### src/rtl/pc_fetch_stage.sv
// Instruction fetch stage: PC register, IF/ID pipeline register and a short
// post-reset boot delay. Redirects take priority over stalls.
module pc_fetch_stage #(
    parameter int unsigned       PC_W      = 64,
    parameter logic [PC_W-1:0]   RESET_VEC = '0,
    parameter int unsigned       BOOT_CYC  = 1
) (
    input  logic            clk,
    input  logic            reset,
    output logic [PC_W-1:0] imem_addr,
    input  logic [31:0]     imem_data,
    input  logic            stall,
    input  logic            br_taken,
    input  logic            uncond_br,
    input  logic            br_reg,
    input  logic [PC_W-1:0] reg_target,
    output logic [31:0]     if_instr,
    output logic [PC_W-1:0] if_pc,
    output logic            if_valid,
    output logic            redirect
);

    typedef enum logic [0:0] {StBoot, StRun} state_e;

    state_e          r_state, w_state_d;
    logic [3:0]      r_boot_cnt, w_boot_cnt_d;
    logic [PC_W-1:0] r_pc, w_pc_d;
    logic [PC_W-1:0] r_if_pc, w_if_pc_d;
    logic [31:0]     r_if_instr, w_if_instr_d;
    logic            r_if_valid, w_if_valid_d;
    logic            r_redirect, w_redirect_d;

    // Word offsets sign-extended to 64 bits, then truncated to PC_W so that
    // the addition wraps modulo 2^PC_W.
    logic [63:0]     w_cond_ext;
    logic [63:0]     w_unc_ext;
    logic [PC_W-1:0] w_cond_off;
    logic [PC_W-1:0] w_unc_off;
    logic [PC_W-1:0] w_reg_tgt;
    logic [PC_W-1:0] w_target;
    logic            w_take;

    assign w_cond_ext = {{43{r_if_instr[23]}}, r_if_instr[23:5], 2'b00};
    assign w_unc_ext  = {{36{r_if_instr[25]}}, r_if_instr[25:0], 2'b00};
    assign w_cond_off = PC_W'(w_cond_ext);
    assign w_unc_off  = PC_W'(w_unc_ext);
    assign w_reg_tgt  = reg_target & ~(PC_W'(3));

    // Target select: register target overrides the unconditional offset.
    always_comb begin
        w_target = r_if_pc + w_cond_off;
        if (br_reg) begin
            w_target = w_reg_tgt;
        end else if (uncond_br) begin
            w_target = r_if_pc + w_unc_off;
        end
    end

    // A branch only counts when it refers to a live IF/ID instruction.
    assign w_take = (r_state == StRun) && br_taken && r_if_valid;

    // Next-state logic: boot countdown, then redirect > stall > sequential.
    always_comb begin
        w_state_d     = r_state;
        w_boot_cnt_d  = r_boot_cnt;
        w_pc_d        = r_pc;
        w_if_pc_d     = r_if_pc;
        w_if_instr_d  = r_if_instr;
        w_if_valid_d  = r_if_valid;
        w_redirect_d  = 1'b0;
        case (r_state)
            StBoot: begin
                if (r_boot_cnt <= 4'd1) begin
                    w_boot_cnt_d = '0;
                    w_state_d    = StRun;
                end else begin
                    w_boot_cnt_d = r_boot_cnt - 4'd1;
                end
            end
            StRun: begin
                if (w_take) begin
                    w_pc_d       = w_target;
                    w_if_valid_d = 1'b0;
                    w_redirect_d = 1'b1;
                end else if (!stall) begin
                    w_pc_d       = r_pc + PC_W'(4);
                    w_if_instr_d = imem_data;
                    w_if_pc_d    = r_pc;
                    w_if_valid_d = 1'b1;
                end
            end
            default: w_state_d = StBoot;
        endcase
    end

    // State registers with asynchronous active-low reset.
    always_ff @(posedge clk or negedge reset) begin
        if (!reset) begin
            r_state    <= StBoot;
            r_boot_cnt <= 4'(BOOT_CYC);
            r_pc       <= RESET_VEC;
            r_if_pc    <= '0;
            r_if_instr <= '0;
            r_if_valid <= 1'b0;
            r_redirect <= 1'b0;
        end else begin
            r_state    <= w_state_d;
            r_boot_cnt <= w_boot_cnt_d;
            r_pc       <= w_pc_d;
            r_if_pc    <= w_if_pc_d;
            r_if_instr <= w_if_instr_d;
            r_if_valid <= w_if_valid_d;
            r_redirect <= w_redirect_d;
        end
    end

    assign imem_addr = r_pc;
    assign if_pc     = r_if_pc;
    assign if_instr  = r_if_instr;
    assign if_valid  = r_if_valid;
    assign redirect  = r_redirect;

endmodule

### config.mk
export PLATFORM = sky130hd
export DESIGN_NAME = pc_fetch_stage
export DESIGN_NICKNAME = d
export VERILOG_FILES = /design/src/rtl/pc_fetch_stage.sv
export SDC_FILE = /design/constraint.sdc
export NUM_CORES = 1
export LEC_CHECK = 0
export CAP_MARGIN = 20
export CORE_MARGIN = 2
export CORE_UTILIZATION = 45
export CTS_CLUSTER_DIAMETER = 80
export DETAILED_ROUTE_END_ITERATION = 8
export GPL_TIMING_DRIVEN = 0
export PLACE_DENSITY = 0.84
export SKIP_LAST_GASP = 1
export SLEW_MARGIN = 15
export SYNTH_ARGS = -nofsm -noshare
export SYNTH_HDL_FRONTEND = slang
export SYNTH_SLANG_ARGS = --single-unit
### constraint.sdc
create_clock -name clk -period 3.61 [get_ports clk]
set_input_delay 0.722 -clock clk [delete_from_list [all_inputs] [get_ports clk]]
set_output_delay 0.722 -clock clk [all_outputs]
set_load 0.05 [all_outputs]
==> results of run 1 <==
-- placed cells by master, fill, tap and decap left out, types with 21 or more instances in the layout --
cell type / instances
nand2_1: 431
clkdlybuf4s50_1: 259
dfrtp_1: 165
a21oi_1: 125
o21ai_0: 104
nor2_1: 88
clkbuf_1: 74
nand3_1: 52
ha_1: 43
buf_4: 34
a21o_1: 30
nor3_1: 29
and3_1: 28
nand4_1: 28
inv_1: 27
xnor2_1: 23
xor2_1: 23
a211oi_1: 21
-- area by class of cell --
type / count / area [µm²] / share of cell area
multi-input cells: 1350 / 8393 / 0.4896
flip-flops and latches: 167 / 4182 / 0.2439
repair buffers: 299 / 2965 / 0.1730
well taps: 378 / 473.0 / 0.02759
clock buffers: 18 / 439.2 / 0.02562
plain buffers: 93 / 425.4 / 0.02481
clock inverters: 14 / 161.4 / 0.009415
inverters: 28 / 105.1 / 0.006131
-- power groups by stage --
stage | registers, mW | clock network, mW | logic, mW
final | 3.75 | 1.94 | 11.5
after global routing | 3.84 | 1.99 | 12.2
after CTS | 3.69 | 1.93 | 10.9
after detailed placement | 3.71 | 0 | 10.6
after global placement | 3.70 | 0 | 10.5
after floorplan | 6.01 | 0 | 4.79
-- layer usage --
| metal | share of wire | routed length, µm | track usage | up-vias |
|---|---|---|---|---|
| met5 | 0.00046 | 25 | 0 | - |
| met4 | 0.058 | 3165 | 0.1846 | 2 |
| met3 | 0.11 | 6198 | 0.07472 | 218 |
| met2 | 0.44 | 23740 | 0.5601 | 1008 |
| met1 | 0.39 | 21240 | 0.4804 | 7016 |
| li1 | - | - | - | 6540 |
-- synthesized netlist by cell type (all sizes together), types with 7 or more instances --
library cell	instances
ha	64
mux2	20
buf	9
inv	27
or3	13
mux2i	7
nor2	91
nand3	54
a21o	30
nand2	436
o211ai	16
clkbuf	90
xor2	23
o21ai	114
dfrtp	166
o31ai	12
a21oi	136
and3	28
o22ai	12
o21a	16
nor4	17
and2	8
nand4	28
a211oi	25
a21boi	7
a31oi	18
o21bai	15
a221o	7
a311oi	8
nor3	34
xnor2	23
-- flip-flops by register name, summed over array words and instances (netlist names) --
name and flops:
if_instr 32, r_state 1, redirect 1, if_valid 1
r_boot_cnt 4, imem_addr 64, if_pc 64
-- per-stage QoR --
stage	std cells	worst slack [ns]	TNS (ns)	cell area, µm²	util
finish	2347	0.01280	0	17140	0.6205
global route	2347	-0.03786	-0.1116	17140	0.6205
CTS	2326	-0.04856	-0.04856	16700	0.6046
detailed placement	2282	-1.247	-72.58	15890	0.5750
global placement	2281	-5.316	-953.63	15860	0.5739
floorplan	1643	0.008086	0	12780	-
-- kinds of logic after synthesis --
| group | Yosys count | synth area share |
|---|---|---|
| compound gates | 473 | 0.2473 |
| xor+xnor | 46 | 0.03207 |
| buf+inv | 127 | 0.03854 |
| simple gates | 738 | 0.2605 |
| mux | 27 | 0.02350 |
| flops | 167 | 0.3327 |
| fa+ha+maj | 65 | 0.06533 |
-- path summary, 6_finish.rpt --
kind,from,end,slack (ns),depth (start not counted)
worst max register to register,r_state$_DFF_PN0_,if_pc[19]$_DFFE_PN0P_,0.02,9
max in group asynchronous,reset,if_instr[12]$_DFFE_PN0P_,2.42,2
worst min register to register,if_instr[31]$_DFFE_PN0P_,if_instr[31]$_DFFE_PN0P_,0.49,2
min in group clk,if_instr[31]$_DFFE_PN0P_,if_instr[31]$_DFFE_PN0P_,0.49,2
worst min-delay path,reset,if_pc[44]$_DFFE_PN0P_,0.27,1
worst max-delay path,uncond_br,imem_addr[61]$_DFFE_PN0P_,0.01,12
-- timing repair --
item | 4_1_cts | 5_1_grt
cloned | 1 | 1
gates resized for setup | 26 | 58
buffers inserted | 11 | 26
hold endpoints to repair | 0 | 0
pin swaps | 13 | 25
setup endpoints to repair | 85 | 51
==> impl_metrics.json, run 1 <==
{
  "run_status": "finished clean",
  "die_w_um": 171.1,
  "synth_largest_type_area_fraction": 0.3306,
  "post_synth_instance_area_um2": 12560,
  "synth-seq-area-share": 0.3327,
  "edff_count_synth": 0,
  "place.gp.congestion": 1.093,
  "maximum_operating_frequency_ghz": 0.2780,
  "hold-worst-slack_ns": 0.2722,
  "h-tree-depth": 4,
  "hold_viol_final": 0,
  "synth_cell_type_count": 89,
  "drc": 0,
  "grt.overflow.total": 0,
  "ys_ff_latch": 167,
  "first_global_vias": 13943,
  "post-synth-top-area-cell": "dfrtp_1",
  "ys_warn_count": 0,
  "cts_num_sinks": 167,
  "p_clk_frac": 0.112,
  "drtAntennaViolNets": 0,
  "timing.final.setup_violations": 0,
  "synth_area_per_cell_um2": 7.647,
  "worstSetupStartpointType": "input pin",
  "worst-slew-pin-transition_ns": 1.168,
  "critical_path.cell_chain": "buf_12 -> buf_6 -> mux2_2 -> ha_1 -> nand4_1 -> a21oi_1 -> a211o_1 -> a21oi_4 -> o31ai_4 -> a41oi_2 -> a32oi_1 -> a311oi_1",
  "core_box_area_um2": 27630,
  "synth_top_flop_cell": "dfrtp_1",
  "p_leak_nw": 7.265,
  "die-area_um2": 29270,
  "timing.critical_path.max_delay_family": "compound AO/OA/AOI/OAI gates",
  "post_cts_hold_buffer_count": 0,
  "max-vdd-ir-drop_mv": 0.6831,
  "timing.clock.skew_ns": 0.01584,
  "cts.root.buffer_cell": "clkbuf_16",
  "worstPathBufferInverterCount": 2,
  "routed_via_density": 6.299,
  "grt_pass1_wl_mm": 80.57,
  "drt-wirelength-per-cell_um": 23.17,
  "power_mw": 17.23,
  "io_pins": 264,
  "path_clk_slew_ns": 0.08,
  "crit_path_max_cell_delay_ns": 0.52,
  "power.sequential.fraction": 0.218,
  "final.min_clock_period_ns": 3.597,
  "row_count": 61,
  "dieHeight_um": 171.1,
  "power.internal_mw": 7.673,
  "cts_inserted_buffers": 17,
  "cp.arrival_ns": 3.90,
  "ctsLongestPathBuffers": 2,
  "port-buffer-count": 260,
  "firstDrtPassIters": 8,
  "clk_latency_ns": 0.45,
  "crit_path_max_fanout": 9,
  "unrepaired_setup_endpoints_after_global_routing": "true",
  "critPathRequiredTime_ns": 3.91,
  "finalCritPeriodShare": 0.9965,
  "power.density_cell_area_nw_per_um2": 1005,
  "detailedPlacementHpwl_mm": 39.36,
  "floorplan.initialDensity": 0.4547,
  "insertedDiodeCount": 0,
  "max-slew-margin-rel": 0.2188,
  "detail_route.iter0.violations": 2239,
  "asyncSetResetFlopFracSynth": 1.000,
  "final.fill_count": 2526,
  "fraction_of_power_spent_switching_nets": 0.5546,
  "groute.usage.overall": 0.3624,
  "maxSlewViolCount": 0,
  "post_route_cells_drive_above_1_share": 0.1016,
  "type_of_the_worst_setup_path": "input pin to flop",
  "antenna_found_initial": 1,
  "area_growth_pct": 36.46,
  "power.share.combinational": 0.670,
  "p_switching_mw": 9.556,
  "synthCells": 1643,
  "maximum_number_of_pins_on_one_net_before_global_route_repair": 87,
  "routed_wl_mm": 54.37,
  "crit_path_end_kind": "flop",
  "cts_tree": "yes",
  "finish.net_count": 2123,
  "cpMaxStageDelayCell": "o31ai_4",
  "synth.area.top_cells": "dfrtp_1, nand2_1, ha_1",
  "mappedNetlistNets": 1810,
  "worst_hold_check_path_type": "input pin to asynchronous set/reset pin",
  "cap_violations": 0,
  "vias": 14784
}
Note: power is estimated with default switching activity, not from simulation.
==> inputs of run 2 (changes only) <==
Settings changed: TNS_END_PERCENT set to 20.
==> impl_metrics.json, run 2 (synthesis results as in run 1) <==
{
  "hold-worst-slack_ns": 0.2727,
  "critPathCapture": "imem_addr[63]$_DFFE_PN0P_",
  "startpoint": "uncond_br",
  "firstDrtPassIters": 8,
  "hold_viol_final": 0,
  "maximum_operating_frequency_ghz": 0.2738,
  "place.gp.congestion": 1.093,
  "crit_path_max_fanout": 9,
  "die-area_um2": 29270,
  "post_route_cells_drive_above_1_share": 0.09822,
  "drc": 0,
  "routed_via_density": 6.326,
  "finalCritPeriodShare": 1.012,
  "path_clk_slew_ns": 0.07,
  "cts_num_sinks": 167,
  "worst_slack_placed_ns": -1.247,
  "critical_path.cell_chain": "buf_12 -> clkbuf_16 -> mux2_2 -> ha_2 -> o21ai_0 -> a21oi_1 -> o21ai_1 -> a2111oi_4 -> a31oi_4 -> o31a_1 -> o21ai_2 -> nor4_2 -> a311o_1",
  "timing.clock.skew_ns": 0.01400,
  "io_pins": 264,
  "drtAntennaViolNets": 0,
  "failed_checks": "negative setup slack",
  "cp.arrival_ns": 3.98,
  "core_box_area_um2": 27630,
  "grt_pass1_wl_mm": 80.39,
  "vias": 14822,
  "dieHeight_um": 171.1,
  "die_w_um": 171.1,
  "type_of_the_worst_setup_path": "input pin to flop",
  "worst_hold_check_path_type": "input pin to asynchronous set/reset pin",
  "row_count": 61,
  "critPathRequiredTime_ns": 3.94,
  "area_growth_pct": 36.15,
  "detailedPlacementHpwl_mm": 39.36,
  "h-tree-depth": 4,
  "mostFrequentLayoutCell": "nand2_1",
  "r2r_setup_slack_ns": 0.03,
  "antenna_found_initial": 0,
  "setup_ws_ns": -0.04207,
  "multi_input_area_um2": 8403,
  "timing.final.setup_violations": 1,
  "grt.overflow.total": 0,
  "worst-slew-pin-transition_ns": 1.206,
  "first_global_vias": 13922,
  "cpMaxStageDelayCell": "a2111oi_4",
  "insertedDiodeCount": 0,
  "drt-wirelength-per-cell_um": 23.07,
  "r2r.worst_path.cells": 15,
  "detail_route.iter0.violations": 1925,
  "cts_tree": "yes",
  "power.density_cell_area_nw_per_um2": 1004,
  "final.fill_count": 2504,
  "groute.usage.overall": 0.3614,
  "final.min_clock_period_ns": 3.652,
  "cap_violations": 0,
  "p_leak_nw": 7.246,
  "beginning_of_the_worst_register_to_register_path": "if_instr[23]$_DFFE_PN0P_",
  "ctsLongestPathBuffers": 2,
  "unrepaired_setup_endpoints_after_global_routing": "true",
  "clk_latency_ns": 0.45,
  "routed_wl_mm": 54.04,
  "crit_path_max_cell_delay_ns": 0.49,
  "max-slew-margin-rel": 0.1931,
  "max-vdd-ir-drop_mv": 0.6864,
  "worstSetupStartpointType": "input pin",
  "layout_common_cells": "nand2_1, clkdlybuf4s50_1, dfrtp_1",
  "finish.net_count": 2119,
  "port-buffer-count": 260,
  "run_status": "complete, but fails checks",
  "crit_path_end_kind": "flop",
  "destination_of_the_worst_register_to_register_timing_path": "imem_addr[62]$_DFFE_PN0P_",
  "seqCellArea_um2": 4182,
  "cts_inserted_buffers": 17,
  "cts.root.buffer_cell": "clkbuf_16",
  "maxSlewViolCount": 0,
  "floorplan.initialDensity": 0.4547,
  "fin_util": 0.6191,
  "maximum_number_of_pins_on_one_net_before_global_route_repair": 87
}
## run 2: metrics by stage
stage / cells / TNS (ns) / area (µm²) / total power, mW
3_5_place_dp: 2282 / -72.58 / 15890 / 14.35
2_1_floorplan: 1643 / 0 / 12780 / 10.80
4_1_cts: 2322 / -0.7069 / 16640 / 16.46
5_1_grt: 2343 / -0.6042 / 17110 / 18.00
3_3_place_gp: 2281 / -953.63 / 15860 / 14.21
6_report: 2343 / -0.04207 / 17110 / 17.17
## run 2: layout make-up
type / count / share of cell area
multi-input combinational: 1350 / 0.4913
sequential: 167 / 0.2445
timing repair buffer: 293 / 0.1700
tap: 378 / 0.02765
clock buffer: 18 / 0.02567
buffer: 95 / 0.02538
clock inverter: 14 / 0.009436
inverter: 28 / 0.006144
## run 2: how the worst min path moves through the flow
stage	to	slack, ns
2_1_floorplan	if_instr[0]$_DFFE_PN0P_	0.43
3_3_place_gp	if_instr[27]$_DFFE_PN0P_	0.46
3_5_place_dp	if_instr[31]$_DFFE_PN0P_	0.47
4_1_cts	if_pc[41]$_DFFE_PN0P_	0.30
5_1_grt	if_pc[42]$_DFFE_PN0P_	0.33
6_report	if_pc[44]$_DFFE_PN0P_	0.27
## run 2: power by group
| group | internal (mW) | switching, mW |
|---|---|---|
| sequential | 2.61 | 1.13 |
| combinational | 4.01 | 7.48 |
| clock | 1.01 | 0.932 |
| total | 7.63 | 9.54 |
## run 2: what timing repair did
| item | 4_1_cts | 5_1_grt |
|---|---|---|
| hold buffers | 0 | 0 |
| setup endpoints to repair | 85 | 49 |
| setup buffers | 7 | 24 |
| pin swaps | 9 | 27 |
| cloned | 1 | 1 |
| gates resized for setup | 17 | 72 |
## run 2: critical path: cells and delay by family
kind | cells | cell delay, ns
simple gates | 1 | 0.07
buf+inv | 2 | 0.27
compound gates | 8 | 2.20
mux | 1 | 0.33
fa+ha+maj | 1 | 0.38
## run 2: per-layer routing
layer | wire, µm | GRT usage | vias up | part of all wire
met3 | 6375 | 0.07425 | 206 | 0.12
met4 | 3185 | 0.1887 | 0 | 0.059
met2 | 23490 | 0.5565 | 1049 | 0.43
met1 | 20990 | 0.4794 | 7033 | 0.39
met5 | 0 | 0 | - | 0
li1 | - | - | 6534 | -
==> inputs of run 3 (changes only) <==
Settings changed: CAP_MARGIN 20 to 10.
==> results of run 3 <==
Final layout, timing and power as in run 2 (identical DEF).
==> edit (config.mk and constraints of run 1) <==
The parameter `PC_W` goes from 64 to 128. Comments in the files are not updated.
--- a/src/rtl/pc_fetch_stage.sv
+++ b/src/rtl/pc_fetch_stage.sv
@@ -2,5 +2,5 @@
 // post-reset boot delay. Redirects take priority over stalls.
 module pc_fetch_stage #(
-    parameter int unsigned       PC_W      = 64,
+    parameter int unsigned       PC_W      = 128,
     parameter logic [PC_W-1:0]   RESET_VEC = '0,
     parameter int unsigned       BOOT_CYC  = 1
Interface: changed (resized if_pc, imem_addr and reg_target); port bits go from 264 to 456. No check against the original RTL was run, so the function may have changed too.
==> edit against run 1 <==
  * The flow now finishes with violations (setup timing)
  * Cell count is 72% higher
  * Routed wire length is 110% higher
  * Worst setup slack worse by 0.27 ns
  * Synthesized area grew 67%
  * Sequential cell count grew 128
  * Worst hold slack worse by 0.20 ns
  * Critical path depth increased by 2
  * First-iteration DRC count increased by 100%
  * Die area rose by 65%
  * Final area is 80% higher
  * Register-to-register slack lost 0.28 ns
  * Total power up 59%
  * Core utilization increased by 4.7 points
  * Fmax shrank 7.1%
  * Largest cell class unchanged
  * Largest power group unchanged
==> edit: results (changes against run 1) <==
| Metric | Value |
|---|---|
| Crit path DAT | `4.29 ns (was 3.90 ns)` |
| Failing checks | `setup timing` |
| Outcome | `complete, but fails checks (was complete, no violations)` |
| Met3 Use GR | `0.127 (was 0.0747)` |
| Layout cell share with drive strength beyond 1 | `0.152 (was 0.102)` |
| Fraction of area in multi-input gates | `0.476 (was 0.490)` |
| CTS clk-pin slew, worst paths | `0.06 ns (was 0.08 ns)` |
| Non-clock buffer area fraction after layout | `0.213 (was 0.198)` |
| Count of cell types in the netlist | `83 (was 89)` |
| Register area share after synthesis | `0.352 (was 0.333)` |
| Final WS setup | `-0.262 ns (was 0.0128 ns)` |
| Pre-CTS WS | `-1.40 ns (was -1.25 ns)` |
| Worst path max stage delay | `0.70 ns (was 0.52 ns)` |
| Largest cells by area after synthesis | `dfrtp_1 (35%), nand2_1 (13%), o21ai_0 (5.2%) (was dfrtp_1 (33%), nand2_1 (13%), ha_1 (6.4%))` |
| Crit path max-delay cell type | `or4_4 (was o31ai_4)` |
| Global-route wire length before repair | `158 mm (was 80.6 mm)` |
| Met2 wire length | `47.2 mm (was 23.7 mm)` |
| Switch Pwr | `14.6 mW (was 9.56 mW)` |
| Routability Congestion | `1.03 (was 1.09)` |
| Top layer in use | `met4 (was met5)` |
| Seq Cell Count | `295 (was 167)` |
| Area delta synth->final | `47.4% (was 36.5%)` |
| Port Buffers | `452 (was 260)` |
| Num CTS Buffers | `37 (was 17)` |
| Worst Reg-to-Reg Cells | `14 (was 9)` |
| Core Region | `46300 um^2 (was 27600 um^2)` |
| Final number of setup-violating endpoints | `76 (was 0)` |
| R2R Path End | `imem_addr[115]$_DFFE_PN0P_ (was if_pc[19]$_DFFE_PN0P_)` |
| DR pass1 iterations | `9 (was 8)` |
| Commonest cells post-synth | `nand2_1 (711), dfrtp_1 (294), o21ai_0 (218), a21oi_1 (204), nor2_1 (182) (was nand2_1 (434), dfrtp_1 (166), a21oi_1 (134), o21ai_0 (110), nor2_1 (90))` |
| Max Buffers Root-to-Sink | `3 (was 2)` |
| Initial antenna violation count | `5 (was 1)` |
| Worst-Skew Late Latency | `0.59 ns (was 0.45 ns)` |
| Crit Path Max Fanout | `5 (was 9)` |
-- edit: cells by family (layout without fill, tap and decap cells) --
logic type,after synthesis,after routing,share of synthesized area
simple gates,1359,1366,0.299
fa+ha+maj,66,66,0.0398
mux,36,36,0.0186
other cells,0,7,0
compound gates,710,710,0.206
flops,295,295,0.352
buf+inv,209,839,0.0379
xor+xnor,111,111,0.0464
-- edit: worst max path at each step --
stage                             startpoint                          to  cells past startpoint
floorplan                          uncond_br   imem_addr[95]$_DFFE_PN0P_                     16
global placement                       reset    imem_addr[2]$_DFFE_PN0P_                      1
detailed placement                 uncond_br  imem_addr[109]$_DFFE_PN0P_                     16
CTS                 if_instr[23]$_DFFE_PN0P_   imem_addr[95]$_DFFE_PN0P_                     14
global route        if_instr[23]$_DFFE_PN0P_  imem_addr[123]$_DFFE_PN0P_                     17
finish               if_instr[7]$_DFFE_PN0P_  imem_addr[115]$_DFFE_PN0P_                     14
